**src/rtl/axil2wb_pkg.sv**
```systemverilog
// Shared encodings and constants for the AXI-Lite to Wishbone responder.
package axil2wb_pkg;

    typedef enum logic [1:0] {
        IDLE   = 2'd0,
        WB_WR  = 2'd1,
        WB_RD  = 2'd2,
        RD_RSP = 2'd3
    } state_e;

    localparam logic [3:0]  WB_SEL_ALL  = 4'hF;
    localparam logic [31:0] RD_ERR_DATA = 32'hFFFF_FFFF;

endpackage

```
**src/rtl/axil2wb_wb_timeout.sv**
```systemverilog
// Wishbone ack watchdog: counts cycles with cyc high and flags expiry after pTIMEOUT.
// Only built when AXIL2WB_TIMEOUT_EN is defined.
`ifdef AXIL2WB_TIMEOUT_EN
module wb_timeout #(
    parameter int pTIMEOUT = 255
) (
    input  logic clk_i,
    input  logic rst_ni,
    input  logic cyc_i,
    input  logic ack_i,
    output logic expire_o
);

    localparam int CW = (pTIMEOUT < 1) ? 1 : $clog2(pTIMEOUT + 1);

    logic [CW-1:0] cnt_q;
    logic [CW-1:0] cnt_d;

    always_ff @(posedge clk_i or negedge rst_ni) begin
        if (!rst_ni) begin
            cnt_q <= '0;
        end else begin
            cnt_q <= cnt_d;
        end
    end

    // Expiry fires in the last waiting cycle so cyc drops on the following edge.
    always_comb begin
        cnt_d    = cnt_q;
        expire_o = 1'b0;
        if (!cyc_i || ack_i) begin
            cnt_d = '0;
        end else begin
            cnt_d    = cnt_q + 1'b1;
            expire_o = (cnt_q == CW'(pTIMEOUT - 1));
        end
    end

endmodule
`endif

```
**src/rtl/axil2wb.sv**
```systemverilog
// AXI-Lite responder issuing one Wishbone classic cycle per write/read; write has priority.
// Optional ack timeout enabled with AXIL2WB_TIMEOUT_EN.
module axil2wb
    import axil2wb_pkg::*;
#(
    parameter int          pADDR_WIDTH = 12,
    parameter int          pDATA_WIDTH = 32,
    parameter logic [31:0] pWB_BASE    = 32'h3800_0000,
    parameter int          pTIMEOUT    = 255
) (
    input  logic                   axis_clk,
    input  logic                   axis_rst_n,
    input  logic                   awvalid,
    output logic                   awready,
    input  logic [pADDR_WIDTH-1:0] awaddr,
    input  logic                   wvalid,
    output logic                   wready,
    input  logic [pDATA_WIDTH-1:0] wdata,
    input  logic                   arvalid,
    output logic                   arready,
    input  logic [pADDR_WIDTH-1:0] araddr,
    output logic                   rvalid,
    input  logic                   rready,
    output logic [pDATA_WIDTH-1:0] rdata,
    output logic                   wbm_cyc_o,
    output logic                   wbm_stb_o,
    output logic                   wbm_we_o,
    output logic [3:0]             wbm_sel_o,
    output logic [31:0]            wbm_adr_o,
    output logic [pDATA_WIDTH-1:0] wbm_dat_o,
    input  logic                   wbm_ack_i,
    input  logic [pDATA_WIDTH-1:0] wbm_dat_i,
    output logic                   err_o
);

    state_e                   state_q, state_d;
    logic                     cyc_q, cyc_d;
    logic                     we_q, we_d;
    logic [31:0]              adr_q, adr_d;
    logic [pDATA_WIDTH-1:0]   dat_q, dat_d;
    logic                     rvalid_q, rvalid_d;
    logic [pDATA_WIDTH-1:0]   rdata_q, rdata_d;
    logic                     aw_acc;
    logic                     ar_acc;
    logic                     timeout;

    assign aw_acc = (state_q == IDLE) && awvalid && wvalid;
    assign ar_acc = (state_q == IDLE) && arvalid && !(awvalid && wvalid);

`ifdef AXIL2WB_TIMEOUT_EN
    logic err_q;

    wb_timeout #(
        .pTIMEOUT (pTIMEOUT)
    ) u_wb_timeout (
        .clk_i    (axis_clk),
        .rst_ni   (axis_rst_n),
        .cyc_i    (cyc_q),
        .ack_i    (wbm_ack_i),
        .expire_o (timeout)
    );

    always_ff @(posedge axis_clk or negedge axis_rst_n) begin
        if (!axis_rst_n) begin
            err_q <= 1'b0;
        end else begin
            err_q <= timeout;
        end
    end

    assign err_o = err_q;
`else
    assign timeout = 1'b0;
    assign err_o   = 1'b0;
`endif

    always_ff @(posedge axis_clk or negedge axis_rst_n) begin
        if (!axis_rst_n) begin
            state_q  <= IDLE;
            cyc_q    <= 1'b0;
            we_q     <= 1'b0;
            adr_q    <= '0;
            dat_q    <= '0;
            rvalid_q <= 1'b0;
            rdata_q  <= '0;
        end else begin
            state_q  <= state_d;
            cyc_q    <= cyc_d;
            we_q     <= we_d;
            adr_q    <= adr_d;
            dat_q    <= dat_d;
            rvalid_q <= rvalid_d;
            rdata_q  <= rdata_d;
        end
    end

    always_comb begin
        state_d  = state_q;
        cyc_d    = cyc_q;
        we_d     = we_q;
        adr_d    = adr_q;
        dat_d    = dat_q;
        rvalid_d = rvalid_q;
        rdata_d  = rdata_q;
        unique case (state_q)
            IDLE: begin
                if (aw_acc) begin
                    adr_d   = pWB_BASE | 32'(awaddr);
                    dat_d   = wdata;
                    we_d    = 1'b1;
                    cyc_d   = 1'b1;
                    state_d = WB_WR;
                end else if (ar_acc) begin
                    adr_d   = pWB_BASE | 32'(araddr);
                    we_d    = 1'b0;
                    cyc_d   = 1'b1;
                    state_d = WB_RD;
                end
            end
            WB_WR: begin
                if (wbm_ack_i || timeout) begin
                    cyc_d   = 1'b0;
                    we_d    = 1'b0;
                    state_d = IDLE;
                end
            end
            WB_RD: begin
                // A timed-out read still answers the initiator, with all-ones data.
                if (wbm_ack_i) begin
                    rdata_d  = wbm_dat_i;
                    rvalid_d = 1'b1;
                    cyc_d    = 1'b0;
                    state_d  = RD_RSP;
                end else if (timeout) begin
                    rdata_d  = pDATA_WIDTH'(RD_ERR_DATA);
                    rvalid_d = 1'b1;
                    cyc_d    = 1'b0;
                    state_d  = RD_RSP;
                end
            end
            RD_RSP: begin
                if (rvalid_q && rready) begin
                    rvalid_d = 1'b0;
                    state_d  = IDLE;
                end
            end
            default: begin
                state_d = IDLE;
            end
        endcase
    end

    assign awready   = aw_acc;
    assign wready    = aw_acc;
    assign arready   = ar_acc;
    assign rvalid    = rvalid_q;
    assign rdata     = rdata_q;
    assign wbm_cyc_o = cyc_q;
    assign wbm_stb_o = cyc_q;
    assign wbm_we_o  = we_q;
    assign wbm_sel_o = cyc_q ? WB_SEL_ALL : 4'h0;
    assign wbm_adr_o = adr_q;
    assign wbm_dat_o = dat_q;

endmodule

```
**config.mk**
```make
export PLATFORM = sky130hd
export DESIGN_NAME = axil2wb
export DESIGN_NICKNAME = d
export VERILOG_FILES = /design/src/rtl/axil2wb_pkg.sv /design/src/rtl/axil2wb_wb_timeout.sv /design/src/rtl/axil2wb.sv
export SDC_FILE = /design/constraint.sdc
export NUM_CORES = 1
export LEC_CHECK = 0
export ABC_AREA = 0
export CAP_MARGIN = 10
export CORE_MARGIN = 2
export CORE_UTILIZATION = 41
export CTS_CLUSTER_SIZE = 16
export DETAILED_ROUTE_END_ITERATION = 10
export GPL_ROUTABILITY_DRIVEN = 0
export PLACE_DENSITY = 0.86
export SETUP_SLACK_MARGIN = 0.02
export SLEW_MARGIN = 15
export SYNTH_ARGS = -nofsm -noshare
export SYNTH_HDL_FRONTEND = slang
export SYNTH_SLANG_ARGS = --single-unit
```
**constraint.sdc**
```tcl
create_clock -name axis_clk -period 4.1 [get_ports axis_clk]
set_input_delay 0.82 -clock axis_clk [delete_from_list [all_inputs] [get_ports axis_clk]]
set_output_delay 0.82 -clock axis_clk [all_outputs]
set_load 0.01 [all_outputs]
```
# Word-level counts from Yosys, hierarchy flattened
# Index checks and enable logic that the tools add are counted.
dict set report word_totals {
  regBits 101
  inputBits 95
  out_inout_bits 108
  elab_cells 54
}
dict set report classes {
  n_eq_ne 8
  muxes 19
  n_reduce_logical 20
}
# op count
set op_table {}
lappend op_table {{two-way mux 32 bit} 2}
lappend op_table {{two-way mux 2 bit} 5}
lappend op_table {{AND reduction 3 bit} 3}
lappend op_table {{case mux 2 bit (4 select lines)} 1}
lappend op_table {{nonzero test 2 bit} 4}
lappend op_table {{two-way mux 1 bit} 7}
lappend op_table {{logical AND 1 bit} 6}
lappend op_table {{inequality test 2 bit, second input constant} 3}
lappend op_table {{case mux 1 bit (2 select lines)} 3}
lappend op_table {{AND reduction 2 bit} 3}
lappend op_table {{equality test 2 bit, second input constant} 2}
lappend op_table {{two-way mux 4 bit} 1}
lappend op_table {{AND reduction 4 bit} 1}
lappend op_table {{inequality test 3 bit, second input constant} 1}
lappend op_table {{equality test 2 x 1 -> 1 bit, second input constant} 1}
lappend op_table {{zero test 2 bit} 1}
lappend op_table {{inequality test 2 x 1 -> 1 bit, second input constant} 1}
lappend op_table {{OR reduction 2 bit} 1}
lappend op_table {{zero test 1 bit} 1}

# Longest topological paths before layout
# Gate-level depths: netlist of the first run.
dict set report depth {
  depth_word 6
  depth_mapped 7
  ltp_nobuf 5
}

# Worst setup path after synthesis of the first run
# OpenSTA, ideal clock, no wires.
dict set report synth_timing {
  path_type {in2out}
  startpoint {input wvalid}
  endpoint {output wready}
  t_arrival_ps 1420
  required_time_ps 3280
  slack_ps 1860
  cell_stages 4
  path_buffers 3
  path_cell_list {and3_1 buf_4 buf_6 buf_4}
}
dict set report synth_via {
  elab_chain_len 1
}
# item line_no
set synth_rtl {}
lappend synth_rtl {{start: declaration} axil2wb.sv:16} ;# input logic wvalid,
lappend synth_rtl {{logical AND 1 bit} axil2wb.sv:47} ;# assign aw_acc = (state_q == IDLE) && awvalid && wvalid;
lappend synth_rtl {{end: declaration} axil2wb.sv:17} ;# output logic wready,
# Every way passes these cells.

# Worst setup path after layout of the first run
dict set report layout_timing {
  startpoint {input wvalid}
  endpoint {output arready}
}
dict set report layout_via {
  elab_chain_len 3
}
# item line_no
set layout_rtl {}
lappend layout_rtl {{logical AND 1 bit} axil2wb.sv:48} ;# assign ar_acc = (state_q == IDLE) && arvalid && !(awvalid && wvalid);
lappend layout_rtl {{zero test 1 bit} axil2wb.sv:48}
lappend layout_rtl {{logical AND 1 bit} axil2wb.sv:48}
lappend layout_rtl {{end: declaration} axil2wb.sv:20} ;# output logic arready,
# Every way passes these cells.

==> flow_summary.json, run 1 <==
{
  "status": "finished, final reports clean",
  "worstPathMaxFanout": 13,
  "worstPathArrival_ns": 2.53,
  "fp.dieW_um": 96.5,
  "startpoint_type": "input port",
  "cp-endpoint": "arready",
  "synth_seq_cells": 82,
  "synth_cells": 241,
  "synth_ff_type": "dfrtp_1",
  "numCtsBuffers": 9,
  "endpoint_kind": "output port",
  "die_height_um": 96.5,
  "clk_latency_ns": 0.35,
  "clock_path_buffers": 2,
  "antenna_found_initial": 0,
  "rsz0062_at_grt": "false",
  "num_io_pins": 203,
  "cts_hold_buf": 0,
  "ys_warn_count": 0,
  "grt_usage_pct": 17.6,
  "numPortBuffers": 184,
  "max_freq_ghz": 0.298,
  "min_path_type": "reg -> reg",
  "postPlaceCellArea_um2": 5290,
  "ys_top_cells_by_area": "dfrtp_1, mux2_2, mux2_1, buf_4, a221o_1",
  "post-route-period-util_pct": 81.8,
  "synthTopCellsByCount": "dfrtp_1, mux2_2, mux2_1",
  "placementRows": 33,
  "drt_iter0_markers": 74,
  "cp.required_ns": 3.28,
  "worstMarginPinSlew_ns": 1.01,
  "cellPowerDensity_nw_per_um2": 714,
  "start_util_pct": 42.5,
  "diodes": 0,
  "cts.sinks": 82,
  "grt_max_degree": 83,
  "post-route-util_pct": 66.6,
  "synthesis.area_um2": 3510,
  "path_class": "in -> out",
  "seq_area_frac_synth_pct": 58.5,
  "cts_resized": 0,
  "rr_startpoint": "state_q[1]",
  "avgSynthCellArea_um2": 14.6,
  "finalSetupTns_ns": 0,
  "num_vias": 2520,
  "nNetsFinal": 519,
  "cts_root_buf": "clkbuf_8",
  "dp_hpwl_um": 6300,
  "holdWs_ns": 0.486,
  "synth_edf_count": 0,
  "postCtsSetupBuffers": 0,
  "hold_viol": 0,
  "areaGrowthSynthToFinish_pct": 56.8,
  "grt_pass1_vias": 2506,
  "synth_top_area_share_pct": 58.5,
  "regArea_um2": 2050,
  "fin_skew_ns": 0.0139,
  "cts_tree": "yes",
  "min_period_ns": 3.35,
  "wl_per_cell_um": 15.9,
  "reg2reg_slack_ns": 1.86,
  "multi_input_area_um2": 1240,
  "synthArstFlopShare_pct": 100,
  "coreArea_um2": 8260,
  "slew_headroom_pct": 32.6,
  "dieArea_um2": 9310,
  "slew_viol_final": 0,
  "crit_start": "wvalid",
  "synth_cell_types": 29,
  "yosysMostFrequentCell": "dfrtp_1",
  "power_uw": 3920,
  "htreeDepth": 3,
  "final_layout_size_suffix_gt1_share_pct": 13.3,
  "ant_nets": 0,
  "design_area_um2": 5500,
  "drv_cap": 0,
  "reg2reg_to": "wbm_dat_o[7]",
  "finalWirelength_um": 8400,
  "peakVddDrop_mv": 0.396,
  "fillers": 638,
  "overflow": 0,
  "firstDrtPassIters": 4,
  "vias_per_cell": 4.78,
  "grt_pass1_wl_um": 12300,
  "clkTransAtPathRegs_ns": 0.07,
  "leakage_uw": 0.00234,
  "reg2regPathDepth": 5,
  "post-synth-top-area-cell": "dfrtp_1",
  "route.detailed.drc": 0,
  "finalSetupViolCount": 0
}
power by group:
group          switching, µW  internal (µW)
clock                    276            336
sequential               212           1210
combinational            712           1180
total                   1200           2720
layout make-up:
| type | count | area share [%] |
|---|---|---|
| repair buffers | 186 | 33.7 |
| inverters | 3 | 0.205 |
| clock buffers | 9 | 2.25 |
| flip-flops and latches | 82 | 37.3 |
| clock inverters | 5 | 1.48 |
| multi-input cells | 137 | 22.6 |
| well taps | 105 | 2.39 |
sequential cells by signal (all words and copies together), names as in the netlist:
signal and cells:
state_q 2, wbm_we_o 1, wbm_adr_o 13, rvalid 1, wbm_dat_o 32, rdata 32
wbm_cyc_o 1
stage by stage:
stage	std cells	setup WS, ns
final	527	0.747
after global routing	527	0.680
after CTS	527	0.756
after detailed placement	513	0.756
after global placement	513	0.820
after floorplan	258	1.86
logic make-up after synthesis:
| group | synth area share [%] |
|---|---|
| other | 0.107 |
| DFF | 58.5 |
| AOI/OAI and AO/OA | 6.60 |
| muxes | 21.5 |
| adders and majority gates | 1.78 |
| buffers and inverters | 7.88 |
| and+or+nand+nor | 3.57 |
cells in the final DEF, fill, tap and decap left out, types with 2 or more instances in the layout:
master / instances
a21oi_1: 3
clkdlybuf4s50_1: 183
bufinv_16: 2
a221o_1: 12
nor2b_1: 2
ha_1: 5
dfrtp_1: 82
a22o_1: 2
clkbuf_8: 9
mux2i_1: 2
and2_1: 12
inv_1: 3
nand2_1: 4
conb_1: 18
mux2_2: 36
buf_4: 3
mux2_1: 28
worst min-delay path by stage:
| stage | endpoint | slack, ns | start | cells past startpoint |
|---|---|---|---|---|
| after floorplan | rdata[0] | 0.52 | axis_rst_n | 0 |
| after global placement | wbm_dat_o[5] | 0.47 | wbm_dat_o[5] | 1 |
| after detailed placement | wbm_dat_o[4] | 0.47 | wbm_dat_o[4] | 1 |
| after CTS | wbm_dat_o[4] | 0.49 | wbm_dat_o[4] | 1 |
| after global routing | wbm_dat_o[18] | 0.51 | wbm_dat_o[18] | 1 |
| final | wbm_dat_o[4] | 0.49 | wbm_dat_o[4] | 1 |
metal layers:
metal | share of wire (%) | GRT usage, % | vias to the layer above
li1 | - | - | 1158
met1 | 36 | 18.7 | 1204
met2 | 49 | 29.9 | 146
met3 | 13 | 8.61 | 12
met4 | 1.5 | 7.39 | 0
met5 | 0 | 0 | -
worst max-delay path, stage by stage:
cell and delay, ns:
clkdlybuf4s50_1 0.47, nand2_1 0.11, and3_1 0.49, clkdlybuf4s50_1 0.64
Note: power is estimated with default switching activity, not from simulation.
==> run 2: changes to the inputs <==
--- a/config.mk
+++ b/config.mk
@@ -8,11 +8,11 @@
 export ABC_AREA = 0
 export CAP_MARGIN = 10
 export CORE_MARGIN = 2
-export CORE_UTILIZATION = 41
+export CORE_UTILIZATION = 38
 export CTS_CLUSTER_SIZE = 16
 export DETAILED_ROUTE_END_ITERATION = 10
 export GPL_ROUTABILITY_DRIVEN = 0
-export PLACE_DENSITY = 0.86
+export PLACE_DENSITY = 0.8
 export SETUP_SLACK_MARGIN = 0.02
 export SLEW_MARGIN = 15
 export SYNTH_ARGS = -nofsm -noshare
==> constraint.sdc (replaced) <==
create_clock -name axis_clk -period 3.3 [get_ports axis_clk]
set_input_delay 0.66 -clock axis_clk [delete_from_list [all_inputs] [get_ports axis_clk]]
set_output_delay 0.66 -clock axis_clk [all_outputs]
set_load 0.01 [all_outputs]
==> run 2 against run 1 <==
  * Critical path depth unchanged
  * Clock skew is 0.0012 ns lower
  * Total power grew 23%
  * Final cell count grew 1.7%
==> flow_summary.json, run 2 (synthesis results as in run 1) <==
{
  "status": "finished, final reports clean",
  "rr_startpoint": "state_q[1]",
  "path_class": "reg -> out",
  "post-route-period-util_pct": 85.8,
  "nNetsFinal": 521,
  "post-route-util_pct": 60.5,
  "route.detailed.drc": 0,
  "worstMarginPinSlew_ns": 1.03,
  "start_util_pct": 38.5,
  "worstPathMaxFanout": 9,
  "regArea_um2": 2050,
  "reg2regPathDepth": 5,
  "dieArea_um2": 10000,
  "vias_per_cell": 4.77,
  "worstPathArrival_ns": 2.17,
  "grt_pass1_vias": 2652,
  "dp_hpwl_um": 6310,
  "cts.sinks": 82,
  "clkTransAtPathRegs_ns": 0.09,
  "num_vias": 2556,
  "endpoint_kind": "output port",
  "fillers": 739,
  "cts_resized": 0,
  "cts_tree": "yes",
  "coreArea_um2": 9110,
  "grt.busiest_layer": "met2",
  "rsz0062_at_grt": "false",
  "numPortBuffers": 184,
  "grt_usage_pct": 16.7,
  "grt_pass1_wl_um": 12900,
  "slew_viol_final": 0,
  "cellPowerDensity_nw_per_um2": 875,
  "cp.required_ns": 2.64,
  "drt_iter0_markers": 33,
  "placementRows": 35,
  "min_period_ns": 2.83,
  "areaGrowthSynthToFinish_pct": 57.1,
  "finalWirelength_um": 8360,
  "final_layout_size_suffix_gt1_share_pct": 13.6,
  "finalSetupTns_ns": 0,
  "wl_per_cell_um": 15.6,
  "mostFrequentLayoutCell": "clkdlybuf4s50_1",
  "min_path_type": "in -> async",
  "hold_viol": 0,
  "leakage_uw": 0.00233,
  "numCtsBuffers": 9,
  "drv_cap": 0,
  "diodes": 0,
  "grt_max_degree": 83,
  "multi_input_area_um2": 1240,
  "finalSetupViolCount": 0,
  "num_io_pins": 203,
  "clock_path_buffers": 2,
  "fp.dieW_um": 100,
  "met1_usage_pct": 19.1,
  "most-common-layout-cells": "clkdlybuf4s50_1, dfrtp_1, mux2_2",
  "htreeDepth": 3,
  "slew_headroom_pct": 31.1,
  "cts_root_buf": "clkbuf_8",
  "peakVddDrop_mv": 0.468,
  "max_freq_ghz": 0.353,
  "crit_start": "state_q[1]",
  "overflow": 0,
  "power_uw": 4820,
  "startpoint_type": "flop",
  "antenna_found_initial": 0,
  "fin_skew_ns": 0.0127,
  "met3_usage_pct": 6.48,
  "ant_nets": 0,
  "clk_latency_ns": 0.34,
  "grt_use_met2_pct": 28.0,
  "die_height_um": 100,
  "firstDrtPassIters": 4,
  "cts_hold_buf": 0,
  "postCtsSetupBuffers": 0
}
==> run 2: worst paths after layout <==
path	to	slack [ns]
worst max-delay path	awready	0.47
worst min register to register	wbm_dat_o[9]	0.49
min in group axis_clk	wbm_dat_o[9]	0.49
max in group asynchronous	rdata[14]	2.14
worst min-delay path	wbm_dat_o[18]	0.48
worst max register to register	wbm_dat_o[21]	1.15
==> run 2: per-layer routing <==
metal / vias up / routed length (µm) / share of wire (%)
met5: - / 0 / 0
met3: 10 / 833 / 10
met1: 1253 / 3300 / 39
met4: 0 / 95 / 1.1
met2: 132 / 4130 / 49
li1: 1161 / - / -
==> run 2: per-stage QoR <==
stage	hold slack (ns)	worst slack, ns	instances	area, µm²
2_1_floorplan	0.364	1.26	258	3570
3_3_place_gp	0.466	0.508	521	5320
3_5_place_dp	0.477	0.483	521	5320
4_1_cts	0.493	0.403	536	5510
5_1_grt	0.500	0.314	536	5510
6_report	0.479	0.468	536	5510
==> run 2: report_power, final <==
part	leakage [µW]	switching, µW	internal (µW)
Sequential	0.000978	262	1500
Combinational	0.00127	879	1470
Clock	0.0000877	344	366
==> run 2: cell type report <==
cell class | count | area share, %
clock buffer | 11 | 2.57
clock inverter | 4 | 0.954
inverter | 3 | 0.204
multi-input combinational | 137 | 22.6
sequential | 82 | 37.2
tap | 111 | 2.52
timing repair buffer | 188 | 33.9
==> run 2: worst max-delay path, stage by stage (launching register included) <==
cell and delay [ns]:
dfrtp_1 0.43, inv_1 0.12, ha_1 0.32, and3_2 0.37, clkdlybuf4s50_1 0.58
